===== config.mk =====
export PLATFORM = sky130hd
export DESIGN_NAME = dz_tx_scanner_flat
export DESIGN_NICKNAME = d
export VERILOG_FILES = /design/src/rtl/dz_tx_scanner_if.sv /design/src/rtl/dz_tx_scanner.sv /design/src/flat_wrapper.sv
export SDC_FILE = /design/constraint.sdc
export NUM_CORES = 1
export LEC_CHECK = 0
export CORE_UTILIZATION = 30
export DETAILED_ROUTE_END_ITERATION = 6
export GPL_ROUTABILITY_DRIVEN = 0
export PLACE_DENSITY_LB_ADDON = 0.05
export SYNTH_ARGS = -nofsm -noshare
export SYNTH_HDL_FRONTEND = slang
export SYNTH_SLANG_ARGS = --single-unit

===== constraint.sdc =====
create_clock -name clk -period 2.2 [get_ports clk]
set_input_delay 0.66 -clock clk [delete_from_list [all_inputs] [get_ports clk]]
set_output_delay 0.66 -clock clk [all_outputs]
set_load 0.1 [all_outputs]

===== src/rtl/dz_tx_scanner_if.sv =====
// DZ11 transmitter-scanner bus: CSR/TCR/TDR side and per-line UART
// transmitter signals. The master drives the register-side controls and
// the UART empty flags; the scanner (slave) returns the ready/line status
// and the load strobe and byte for the UARTs.
interface dz_tx_scanner_if;
  logic       clr;          // synchronous clear (CSR[CLR] or UBA INI)
  logic       csrMSE;       // master scan enable
  logic [7:0] tcrLIN;       // per-line transmit enable
  logic [7:0] uartTXEMPTY;  // per-line UART transmitter empty
  logic       tdrWRITE;     // TDR write strobe (level)
  logic [7:0] tdrDATA;      // TDR data byte
  logic       csrTRDY;      // transmitter ready
  logic [2:0] csrTLINE;     // line being offered
  logic [7:0] uartTXLOAD;   // one-hot, one-clock load strobe
  logic [7:0] uartTXDATA;   // byte to load

  modport master (
    output clr, csrMSE, tcrLIN, uartTXEMPTY, tdrWRITE, tdrDATA,
    input  csrTRDY, csrTLINE, uartTXLOAD, uartTXDATA
  );

  modport slave (
    input  clr, csrMSE, tcrLIN, uartTXEMPTY, tdrWRITE, tdrDATA,
    output csrTRDY, csrTLINE, uartTXLOAD, uartTXDATA
  );
endinterface


===== src/rtl/dz_tx_scanner.sv =====
// DZ11 transmitter scanner. Walks the eight lines round-robin, one line per
// scan step, looking for one that is enabled and has an empty transmitter.
// The found line is offered through csrTRDY/csrTLINE; the next rising edge
// of the TDR write strobe loads the TDR byte into that line's UART. After a
// load the scanner waits for the UART to accept the byte and resumes just
// past the served line, so that line is examined last.
module dz_tx_scanner #(
  parameter int unsigned SCANDIV = 4  // clocks per scan step, 1..255
) (
  input  logic            clk,
  input  logic            rst,
  dz_tx_scanner_if.slave  bus
);

  localparam logic [7:0] DIV_LAST = 8'(SCANDIV - 1);

  typedef enum logic [1:0] {
    ST_SCAN  = 2'd0,
    ST_READY = 2'd1,
    ST_HOLD  = 2'd2
  } state_t;

  state_t     state_q, state_d;
  logic [2:0] ptr_q,   ptr_d;
  logic [7:0] div_q,   div_d;
  logic       trdy_q,  trdy_d;
  logic [2:0] tline_q, tline_d;
  logic [7:0] load_q,  load_d;
  logic [7:0] data_q,  data_d;
  logic       wr_q;

  logic       step;
  logic       elig_ptr;
  logic       wr_rise;
  logic       line_off;

  assign elig_ptr = bus.csrMSE & bus.tcrLIN[ptr_q] & bus.uartTXEMPTY[ptr_q];
  assign wr_rise  = bus.tdrWRITE & ~wr_q;
  // The offered line loses its offer when scanning stops or its TCR bit drops.
  assign line_off = ~bus.csrMSE | ~bus.tcrLIN[tline_q];

  // Next-state and output logic; the TCR/MSE drop takes priority over a
  // write edge in the same clock, and clr overrides everything.
  always_comb begin
    state_d = state_q;
    ptr_d   = ptr_q;
    div_d   = '0;
    trdy_d  = trdy_q;
    tline_d = tline_q;
    load_d  = '0;
    data_d  = data_q;
    step    = 1'b0;

    if (state_q == ST_SCAN && bus.csrMSE) begin
      if (div_q == DIV_LAST) begin
        step = 1'b1;
      end else begin
        div_d = div_q + 8'd1;
      end
    end

    case (state_q)
      ST_SCAN: begin
        if (step) begin
          if (elig_ptr) begin
            tline_d = ptr_q;
            trdy_d  = 1'b1;
            state_d = ST_READY;
          end else begin
            ptr_d = ptr_q + 3'd1;
          end
        end
      end

      ST_READY: begin
        if (line_off) begin
          trdy_d  = 1'b0;
          ptr_d   = tline_q + 3'd1;
          state_d = ST_SCAN;
        end else if (wr_rise) begin
          load_d  = 8'(1) << tline_q;
          data_d  = bus.tdrDATA;
          trdy_d  = 1'b0;
          state_d = ST_HOLD;
        end
      end

      ST_HOLD: begin
        // Leave only once the write has ended and the UART has taken the byte.
        if (!bus.tdrWRITE && !bus.uartTXEMPTY[tline_q]) begin
          ptr_d   = tline_q + 3'd1;
          state_d = ST_SCAN;
        end
      end

      default: begin
        state_d = ST_SCAN;
      end
    endcase

    if (bus.clr) begin
      state_d = ST_SCAN;
      ptr_d   = '0;
      div_d   = '0;
      trdy_d  = 1'b0;
      tline_d = '0;
      load_d  = '0;
      data_d  = '0;
    end
  end

  // State and registered outputs; the write-edge detector samples every clock.
  always_ff @(posedge clk or posedge rst) begin
    if (rst) begin
      state_q <= ST_SCAN;
      ptr_q   <= '0;
      div_q   <= '0;
      trdy_q  <= 1'b0;
      tline_q <= '0;
      load_q  <= '0;
      data_q  <= '0;
      wr_q    <= 1'b0;
    end else begin
      state_q <= state_d;
      ptr_q   <= ptr_d;
      div_q   <= div_d;
      trdy_q  <= trdy_d;
      tline_q <= tline_d;
      load_q  <= load_d;
      data_q  <= data_d;
      wr_q    <= bus.tdrWRITE;
    end
  end

  assign bus.csrTRDY    = trdy_q;
  assign bus.csrTLINE   = tline_q;
  assign bus.uartTXLOAD = load_q;
  assign bus.uartTXDATA = data_q;

endmodule


===== src/flat_wrapper.sv =====
// flat-port wrapper written by rule: the top's interface ports become plain ports
module dz_tx_scanner_flat 
#(
  parameter int unsigned SCANDIV = 4                                 
)
  (clk, rst, bus_clr, bus_csrMSE, bus_tcrLIN, bus_uartTXEMPTY, bus_tdrWRITE, bus_tdrDATA, bus_csrTRDY, bus_csrTLINE, bus_uartTXLOAD, bus_uartTXDATA);
  dz_tx_scanner_if bus_i ();
  input  logic clk;
  input  logic rst;
  input wire logic [$bits(bus_i.clr)-1:0] bus_clr;
  input wire logic [$bits(bus_i.csrMSE)-1:0] bus_csrMSE;
  input wire logic [$bits(bus_i.tcrLIN)-1:0] bus_tcrLIN;
  input wire logic [$bits(bus_i.uartTXEMPTY)-1:0] bus_uartTXEMPTY;
  input wire logic [$bits(bus_i.tdrWRITE)-1:0] bus_tdrWRITE;
  input wire logic [$bits(bus_i.tdrDATA)-1:0] bus_tdrDATA;
  output wire logic [$bits(bus_i.csrTRDY)-1:0] bus_csrTRDY;
  output wire logic [$bits(bus_i.csrTLINE)-1:0] bus_csrTLINE;
  output wire logic [$bits(bus_i.uartTXLOAD)-1:0] bus_uartTXLOAD;
  output wire logic [$bits(bus_i.uartTXDATA)-1:0] bus_uartTXDATA;
  assign bus_i.clr = bus_clr;
  assign bus_i.csrMSE = bus_csrMSE;
  assign bus_i.tcrLIN = bus_tcrLIN;
  assign bus_i.uartTXEMPTY = bus_uartTXEMPTY;
  assign bus_i.tdrWRITE = bus_tdrWRITE;
  assign bus_i.tdrDATA = bus_tdrDATA;
  assign bus_csrTRDY = bus_i.csrTRDY;
  assign bus_csrTLINE = bus_i.csrTLINE;
  assign bus_uartTXLOAD = bus_i.uartTXLOAD;
  assign bus_uartTXDATA = bus_i.uartTXDATA;
  dz_tx_scanner #(.SCANDIV(SCANDIV)) u_core (.clk(clk), .rst(rst), .bus(bus_i));
endmodule

==> results of run 1 <==
[sequential cells by signal, indices dropped and copies added, names as in the netlist]
register,flops
u_core.bus.csrTLINE,3
u_core.bus.csrTRDY,1
u_core.bus.uartTXDATA,8
u_core.bus.uartTXLOAD,8
u_core.div_q,8
u_core.ptr_q,3
u_core.state_q,2
u_core.wr_q,1
[repair_timing]
action | CTS | global route
hold endpoints to repair | 0 | 0
gates cloned | 0 | 0
resized for setup | 21 | 5
endpoints found under the setup margin | 18 | 6
pin swaps | 4 | 3
buffers inserted | 0 | 0
[cells in the final DEF (no fill, tap or decap), drive strengths merged, types with 3 or more instances in the layout]
| master | count |
|---|---|
| buf | 40 |
| dfrtp | 34 |
| nor2 | 25 |
| dlygate4sd2 | 16 |
| nand2 | 14 |
| mux2i | 13 |
| nand3 | 12 |
| clkdlybuf4s50 | 11 |
| inv | 7 |
| nand2b | 6 |
| mux2 | 6 |
| xor2 | 6 |
| ha | 6 |
| a21oi | 5 |
| clkbuf | 5 |
| and3 | 4 |
| nor4 | 4 |
| nor3 | 4 |
| o22a | 3 |
| o21ai | 3 |
| nand4 | 3 |
| o2bb2ai | 3 |
[report_power, final]
group	internal (mW)	switching [mW]
sequential	0.661	0.0455
clock	0.222	0.245
combinational	0.237	0.281
total	1.12	0.572
[final cells by class]
| cell class | instances | area (sq um) |
|---|---|---|
| Tap cell | 75 | 93.8 |
| Timing Repair Buffer | 68 | 613 |
| Multi-Input combinational cell | 145 | 1060 |
| Fill cell | 603 | 3310 |
| Clock inverter | 3 | 21.3 |
| Inverter | 7 | 26.3 |
| Sequential cell | 34 | 862 |
| Clock buffer | 5 | 68.8 |
[per-stage QoR]
step | cell area (sq um) | utilization, % | worst slack [ns]
4_1_cts | 2720 | 44.8 | 0.0191
3_5_place_dp | 2620 | 43.2 | -0.345
6_report | 2750 | 45.3 | 0.0861
2_1_floorplan | 1950 | - | -0.00277
3_3_place_gp | 2620 | 43.2 | -0.334
5_1_grt | 2750 | 45.3 | 0.00841
[routing by layer]
layer	global-route usage, %	wire [um]
met1	23.1	2510
met2	25.3	2280
met3	4.07	255
met4	4.74	46
met5	0	0
[path summary, 6_finish.rpt]
path                                   startpoint                  endpoint  slack [ns]  cells past startpoint
min                               u_core.div_q[0]           u_core.div_q[0]        0.52                      1
max in group asynchronous                     rst    u_core.bus.csrTLINE[0]        1.20                      3
max reg2reg                u_core.bus.csrTLINE[1]         u_core.state_q[1]        0.20                      5
min reg2reg                       u_core.div_q[0]           u_core.div_q[0]        0.52                      1
max                                  bus_tdrWRITE         u_core.state_q[1]        0.09                      6
min in group asynchronous                     rst  u_core.bus.uartTXDATA[5]        0.69                      3
[worst max-delay path, delay by kind of cell]
family / cells / cell delay, ns
buf+inv: 1 / 0.57
compound gates: 3 / 0.52
simple gates: 2 / 0.52
[cells by family (layout without fill, tap and decap cells)]
family / Yosys count / in the layout / share of synthesized area (%)
simple gates: 83 / 83 / 22.0
flops: 34 / 34 / 44.2
compound gates: 28 / 28 / 10.6
mux: 21 / 21 / 12.6
buf+inv: 15 / 83 / 3.51
xor+xnor: 7 / 7 / 3.18
fa+ha+maj: 6 / 6 / 3.90
==> flow_metrics.tcl, run 1 <==
set metrics [dict create \
    synthCells 194 \
    setup_tns_ns 0 \
    grt_start_max_net_pins 23 \
    dp_hpwl_um 3830 \
    antenna_found_initial 0 \
    rows 28 \
    synth_seq_area_share_pct 44.2 \
    htreeDepth 2 \
    grt_pass1_wl_um 8180 \
    cp_slowest_cell "clkdlybuf4s50_1" \
    start_util_pct 31.8 \
    synth_seq_cells 34 \
    synth_cell_types 44 \
    finalNetCount 296 \
    grt_pass1_vias 1662 \
    p_leak_nw 1.29 \
    start_kind "input port" \
    drt-vias-per-instance 4.97 \
    drt_pass1_iterations 4 \
    yosysMostFrequentCell "dfrtp_1" \
    place_inst 329 \
    synth.yosys.warnings 0 \
    crit_type "in2reg" \
    timing.final.crit_share_pct 96.1 \
    hold_ws_ns 0.521 \
    grt_util_all_layers_pct 16.6 \
    remaining_drc_errors 0 \
    num_vias 1675 \
    yosys.area.top_type_share_pct 44.2 \
    fp.coreArea_sq_um 6060 \
    fin_total_pwr_mw 1.69 \
    max_freq_mhz 473 \
    peakVddDrop_mv 0.338 \
    critical_path_required_ns 2.36 \
    avgSynthCellArea_sq_um 9.93 \
    max-slew-margin-rel_pct 78.2 \
    ioPinCount 49 \
    grt_setup_unrepaired "no" \
    setup_viol 0 \
    synth-main-ff-cell "dfrtp_1" \
    totalWireLength_um 5090 \
    wl_per_cell_um 15.1 \
    die_h_um 82.1 \
    hold_viol_final 0 \
    ys_async_sr_fraction_pct 100 \
    cts.path.max_buffers 2 \
    grt-ovfl-total 0 \
    num_antenna_cells 0 \
    die_area_sq_um 6740 \
    stdcell_count 337 \
    tritoncts "done" \
    syn-cell-area_sq_um 1930 \
    cap_violations 0 \
    tightest_slew_ns 0.324 \
    synth_area_leaders "dfrtp_1, mux2i_1, nor2_1" \
    fp.dieW_um 82.1 \
    cts_made_buffers 5 \
    synthTopCellsByCount "dfrtp_1, nor2_1, nand2_1" \
    clk-insertion-delay-late_ns 0.29 \
    path_cells "clkdlybuf4s50_1, and3b_1, a221oi_2, and3_1, a211o_1, a32oi_1" \
    layout-drive-gt1-share_pct 26.7 \
    status "finished clean" \
    clockRootBuffer "clkbuf_8" \
    p_per_area_nw_per_um2 616 \
    yosys.area.top_type "dfrtp_1" \
    crit_path_max_incr_delay_ns 0.57 \
    ant_nets 0 \
    path_clk_slew_ns 0.08 \
    cp_data_arrival_time_ns 2.27 \
    skew_ns 0.00722 \
    synth-edff-count 0 \
    critPathMaxFanout 6 \
    end_kind "register" \
    syn_to_final_growth_pct 42.6 \
    hp-class "reg2reg" \
    syn-num-nets 229 \
    drt_iter0_markers 62 \
    drv_slew 0 \
    clkSinkCount 34 \
    port_buffers 48 \
    period_minus_slack_ns 2.11 \
    cts_hold_buf 0 \
]
Power figures use the tool's default switching activity.
==> inputs of run 2 (changes only) <==
Settings changed: CORE_UTILIZATION 30 to 49.
==> run 2 against run 1 <==
Against the previous run:
- cell count is 9.2% lower
- die area is 38% lower
- count of clock-buffer cells in the layout up 1
- non-clock buffer count shrank 4
- hold slack got worse by 0.013 ns
- highest routed layer unchanged
- critical path depth is 1 higher
- via count grew 3.2%
- global-route usage up 9.8 points
==> flow_metrics.tcl, run 2 (synthesis gave the netlist of run 1 again) <==
set metrics [dict create \
    internal_power_mw 1.13 \
    pwr-share-seq_pct 41.6 \
    period_minus_slack_ns 2.13 \
    placed_area_sq_um 2560 \
    fill_cells 293 \
    drt_iter0_markers 69 \
    critical_path_required_ns 2.40 \
    dp_hpwl_um 3790 \
    hold_start "u_core.div_q[0]" \
    cts.path.max_buffers 2 \
    totalWireLength_um 5030 \
    remaining_drc_errors 0 \
    skew_ns 0.0105 \
    fp.coreArea_sq_um 3720 \
    fin_area_sq_um 2700 \
    crit_type "in2reg" \
    grt_pass1_vias 1784 \
    antenna_found_initial 0 \
    layout-drive-gt1-share_pct 25.6 \
    busiest_layer "met2" \
    start_util_pct 51.8 \
    hp-class "reg2reg" \
    cap_violations 0 \
    max_freq_mhz 470 \
    stdcell_count 306 \
    cp_data_arrival_time_ns 2.33 \
    timing.final.crit_share_pct 96.7 \
    cts_made_buffers 5 \
    start_kind "input port" \
    grt-ovfl-total 0 \
    swShare_pct 33.4 \
    regToRegStartpoint "u_core.bus.csrTLINE[1]" \
    clockRootBuffer "clkbuf_8" \
    rows 22 \
    grt_pass1_wl_um 8100 \
    tightest_slew_ns 0.375 \
    grt_setup_unrepaired "no" \
    p_per_area_nw_per_um2 631 \
    num_vias 1728 \
    gr-usage-met3_pct 6.87 \
    die_h_um 64.7 \
    fin_total_pwr_mw 1.70 \
    path_clk_slew_ns 0.07 \
    syn_to_final_growth_pct 40.2 \
    reg2regPathDepth 5 \
    drt_pass1_iterations 4 \
    r2r_slack_ns 0.13 \
    use_met2_pct 44.5 \
    num_antenna_cells 0 \
    tritoncts "done" \
    end_kind "register" \
    ant_nets 0 \
    min_to "u_core.div_q[0]" \
    max-slew-margin-rel_pct 74.8 \
    clkSinkCount 34 \
    status "finished clean" \
    comb_power_share_pct 29.2 \
    cts_setup_buffers 0 \
    drt-vias-per-instance 5.65 \
    die_area_sq_um 4180 \
    clk-insertion-delay-late_ns 0.30 \
    p_switching_uw 570 \
    grt_util_all_layers_pct 26.3 \
    port_buffers 48 \
    hold_depth 1 \
    setup_viol 0 \
    wl_per_cell_um 16.4 \
    drv_slew 0 \
    place_inst 298 \
    p_leak_nw 1.29 \
    hold_ws_ns 0.508 \
    crit_start "bus_csrMSE" \
    final_cell_mix "buf_4, dfrtp_1, nor2_1" \
    r2r-end "u_core.bus.uartTXLOAD[0]" \
    p_clk_share_pct 29.1 \
    finalNetCount 292 \
    grtUsageMet1_pct 30.5 \
    peakVddDrop_mv 0.482 \
    fp.dieW_um 64.7 \
    grt_start_max_net_pins 19 \
    hold_viol_final 0 \
    htreeDepth 2 \
    critPathMaxFanout 4 \
    ioPinCount 49 \
]
run 2: changes by cell type in the layout (fill, tap and decap cells not counted), sizes merged:
cell / change
buf: -4
clkbuf: +1
clkinv: -1
dlygate4sd2: -1
dlymetal6s2s: +1
run 2: critical path: stages:
cell             delay, ns
clkdlybuf4s50_1       0.50
nor4b_4               0.18
buf_4                 0.15
nand3b_1              0.11
o22a_1                0.27
a211o_1               0.28
a32oi_1               0.17
run 2: what timing repair did:
action / 4_1_cts / 5_1_grt
endpoints found under the setup margin: 18 / 11
hold buffers: 0 / 0
pin swaps: 4 / 5
resized for setup: 23 / 7
run 2: worst max path at each step:
stage	slack [ns]	cells past startpoint	end
floorplan	-0.003	7	u_core.bus.uartTXLOAD[0]
CTS	0.006	6	u_core.state_q[1]
detailed placement	-0.37	7	u_core.bus.uartTXDATA[4]
global placement	-0.33	6	u_core.bus.uartTXLOAD[0]
global route	0.02	7	u_core.state_q[1]
finish	0.07	7	u_core.state_q[1]
run 2: power by group through the flow:
stage               registers, mW  clock network (mW)  logic, mW
finish                      0.709               0.496      0.498
detailed placement          0.719                   0      0.488
global route                0.713               0.534      0.552
CTS                         0.708               0.510      0.492
global placement            0.716                   0      0.464
floorplan                   0.729                   0      0.307
run 2: layout make-up:
class	instances	area (sq um)	share of cell area (%)
clock buffers	6	82.6	3.06
clock inverters	2	12.5	0.463
inverters	7	26.3	0.973
multi-input cells	145	1060	39.2
flip-flops and latches	34	862	31.9
well taps	48	60.1	2.22
repair buffers	64	599	22.2
run 2: metrics by stage:
step           setup WS [ns]  utilization, %  setup TNS, ns
2_1_floorplan       -0.00277               -       -0.00277
3_3_place_gp          -0.327            68.8          -7.02
3_5_place_dp          -0.366            68.8          -7.60
4_1_cts              0.00587            71.9              0
5_1_grt               0.0218            72.7              0
6_report              0.0723            72.7              0
run 2: metal layers:
layer | vias to the layer above | routed length, um
met5 | - | 0
met4 | 0 | 91
met3 | 12 | 270
met2 | 62 | 2510
met1 | 831 | 2160
li1 | 823 | -
==> inputs of run 3 (changes only) <==
Clock period 2.2 ns to 2.1 ns, I/O delays scaled along.
==> run 3 against run 2 <==
Against the previous run:
- wire length shrank 3.2%
- hold slack gained 0.045 ns
- critical path depth shrank 2
- highest routed layer unchanged
- critical endpoint is now u_core.bus.uartTXLOAD[0]
- cell count shrank 0.33%
- worst setup slack is essentially flat
- largest cell class unchanged
==> flow_metrics.tcl, run 3 (synthesis gave the netlist of run 1 again) <==
set metrics [dict create \
    grt_setup_unrepaired "no" \
    cp.depth 5 \
    cts.path.max_buffers 2 \
    fin_area_sq_um 2900 \
    crit_path_max_incr_delay_ns 0.56 \
    die_area_sq_um 4180 \
    drt_iter0_markers 91 \
    setup_viol 0 \
    htreeDepth 2 \
    grt_util_all_layers_pct 25.5 \
    hold_depth 2 \
    status "finished clean" \
    internal_power_mw 1.33 \
    min_to "u_core.div_q[0]" \
    cap_violations 0 \
    r2r-end "u_core.bus.uartTXLOAD[0]" \
    peakVddDrop_mv 0.510 \
    crit_type "reg2reg" \
    rows 22 \
    hold_viol_final 0 \
    tritoncts "done" \
    grt_pass1_wl_um 8100 \
    p_switching_uw 560 \
    num_antenna_cells 0 \
    grt_pass1_vias 1777 \
    die_h_um 64.7 \
    final_cell_mix "dfrtp_1, nor2_1, buf_12" \
    mostFrequentLayoutCell "dfrtp_1" \
    tightest_slew_ns 0.426 \
    hp-class "reg2reg" \
    finalNetCount 292 \
    crit_family "simple AND/OR/NAND/NOR gates" \
    drt_pass1_iterations 4 \
    cp_slowest_cell "dfrtp_4" \
    reg2regPathDepth 5 \
    p_per_area_nw_per_um2 650 \
    fp.dieW_um 64.7 \
    regToRegStartpoint "u_core.bus.csrTLINE[1]" \
    clockRootBuffer "clkbuf_8" \
    start_kind "register" \
    fill_cells 253 \
    cp_data_arrival_time_ns 2.23 \
    drv_slew 0 \
    skew_ns 0.00500 \
    final_util_pct 78.1 \
    num_vias 1758 \
    clkSinkCount 34 \
    path_cells "mux2_2, o22ai_1, or4_4, or3_4, nor3_2" \
    totalWireLength_um 4870 \
    critPathMaxFanout 11 \
    critical_path_required_ns 2.30 \
    pwr-share-seq_pct 39.1 \
    path_clk_slew_ns 0.07 \
    hold_start "u_core.div_q[0]" \
    drt-vias-per-instance 5.76 \
    r2r_slack_ns 0.07 \
    clk-insertion-delay-late_ns 0.28 \
    timing.final.crit_share_pct 96.6 \
    port_buffers 48 \
    grt_start_max_net_pins 35 \
    grt-ovfl-total 0 \
    start_util_pct 51.8 \
    fp.coreArea_sq_um 3720 \
    remaining_drc_errors 0 \
    dp_hpwl_um 3570 \
    antenna_found_initial 0 \
    ioPinCount 49 \
    crit_buf_inv 0 \
    wl_per_cell_um 16.0 \
    comb_power_share_pct 28.9 \
    cts_made_buffers 5 \
    fin_ws_ns 0.0720 \
    placed_area_sq_um 2720 \
    seq_area_sq_um 862 \
    end_kind "register" \
    max_freq_mhz 493 \
    p_leak_nw 1.33 \
    period_minus_slack_ns 2.03 \
    dp_slack_ns -0.440 \
    swShare_pct 29.7 \
    ant_nets 0 \
    syn_to_final_growth_pct 50.7 \
    p_clk_share_pct 31.9 \
    max-slew-margin-rel_pct 71.6 \
    multi_input_area_sq_um 1070 \
    layout-drive-gt1-share_pct 25.3 \
]
run 3: power groups by stage:
stage               clock network [mW]  registers [mW]  logic [mW]
finish                           0.602           0.738       0.545
CTS                              0.614           0.740       0.531
detailed placement                   0           0.754       0.519
global placement                     0           0.750       0.505
floorplan                            0           0.764       0.327
global route                     0.637           0.743       0.602
run 3: metal layers:
layer,share of wire (%),GRT usage [%]
met1,42,30.7
met2,51,44.2
met3,5.9,5.63
met5,0,0
met4,1.8,10.0
run 3: final cells by class:
class	instances	share of cell area, %
inverter	7	0.906
timing repair buffer	64	26.6
clock buffer	6	2.85
multi-input combinational	145	36.8
sequential	34	29.7
tap	48	2.07
clock inverter	1	1.03
run 3: worst max-delay path by stage:
| stage | startpoint | end | slack (ns) |
|---|---|---|---|
| after floorplan | u_core.bus.csrTLINE[1] | u_core.bus.uartTXLOAD[0] | -0.10 |
| after global placement | bus_tcrLIN[6] | u_core.bus.uartTXLOAD[0] | -0.37 |
| after detailed placement | bus_tcrLIN[0] | u_core.bus.uartTXDATA[5] | -0.44 |
| after CTS | bus_tdrWRITE | u_core.ptr_q[2] | 0.02 |
| after global routing | u_core.bus.csrTLINE[1] | u_core.bus.uartTXLOAD[0] | 0.001 |
| final | u_core.bus.csrTLINE[1] | u_core.bus.uartTXLOAD[0] | 0.07 |
run 3: repair_timing:
action / in CTS / in global routing
setup endpoints to repair: 19 / 9
buffers inserted: 3 / 1
hold buffers: 0 / 0
pin swaps: 4 / 0
gates resized for setup: 24 / 4
run 3: tightest hold or removal path: stages (launching register included):
cell     delay [ns]
dfrtp_1        0.35
buf_4          0.13
nor2_1         0.04
run 3: per-stage QoR:
stage	std cells	hold slack (ns)	TNS [ns]	power, mW
3_3_place_gp	294	0.494	-8.03	1.25
6_report	305	0.554	0	1.89
4_1_cts	304	0.521	0	1.88
5_1_grt	305	0.573	0	1.98
2_1_floorplan	194	0.469	-0.971	1.09
3_5_place_dp	294	0.511	-8.68	1.27
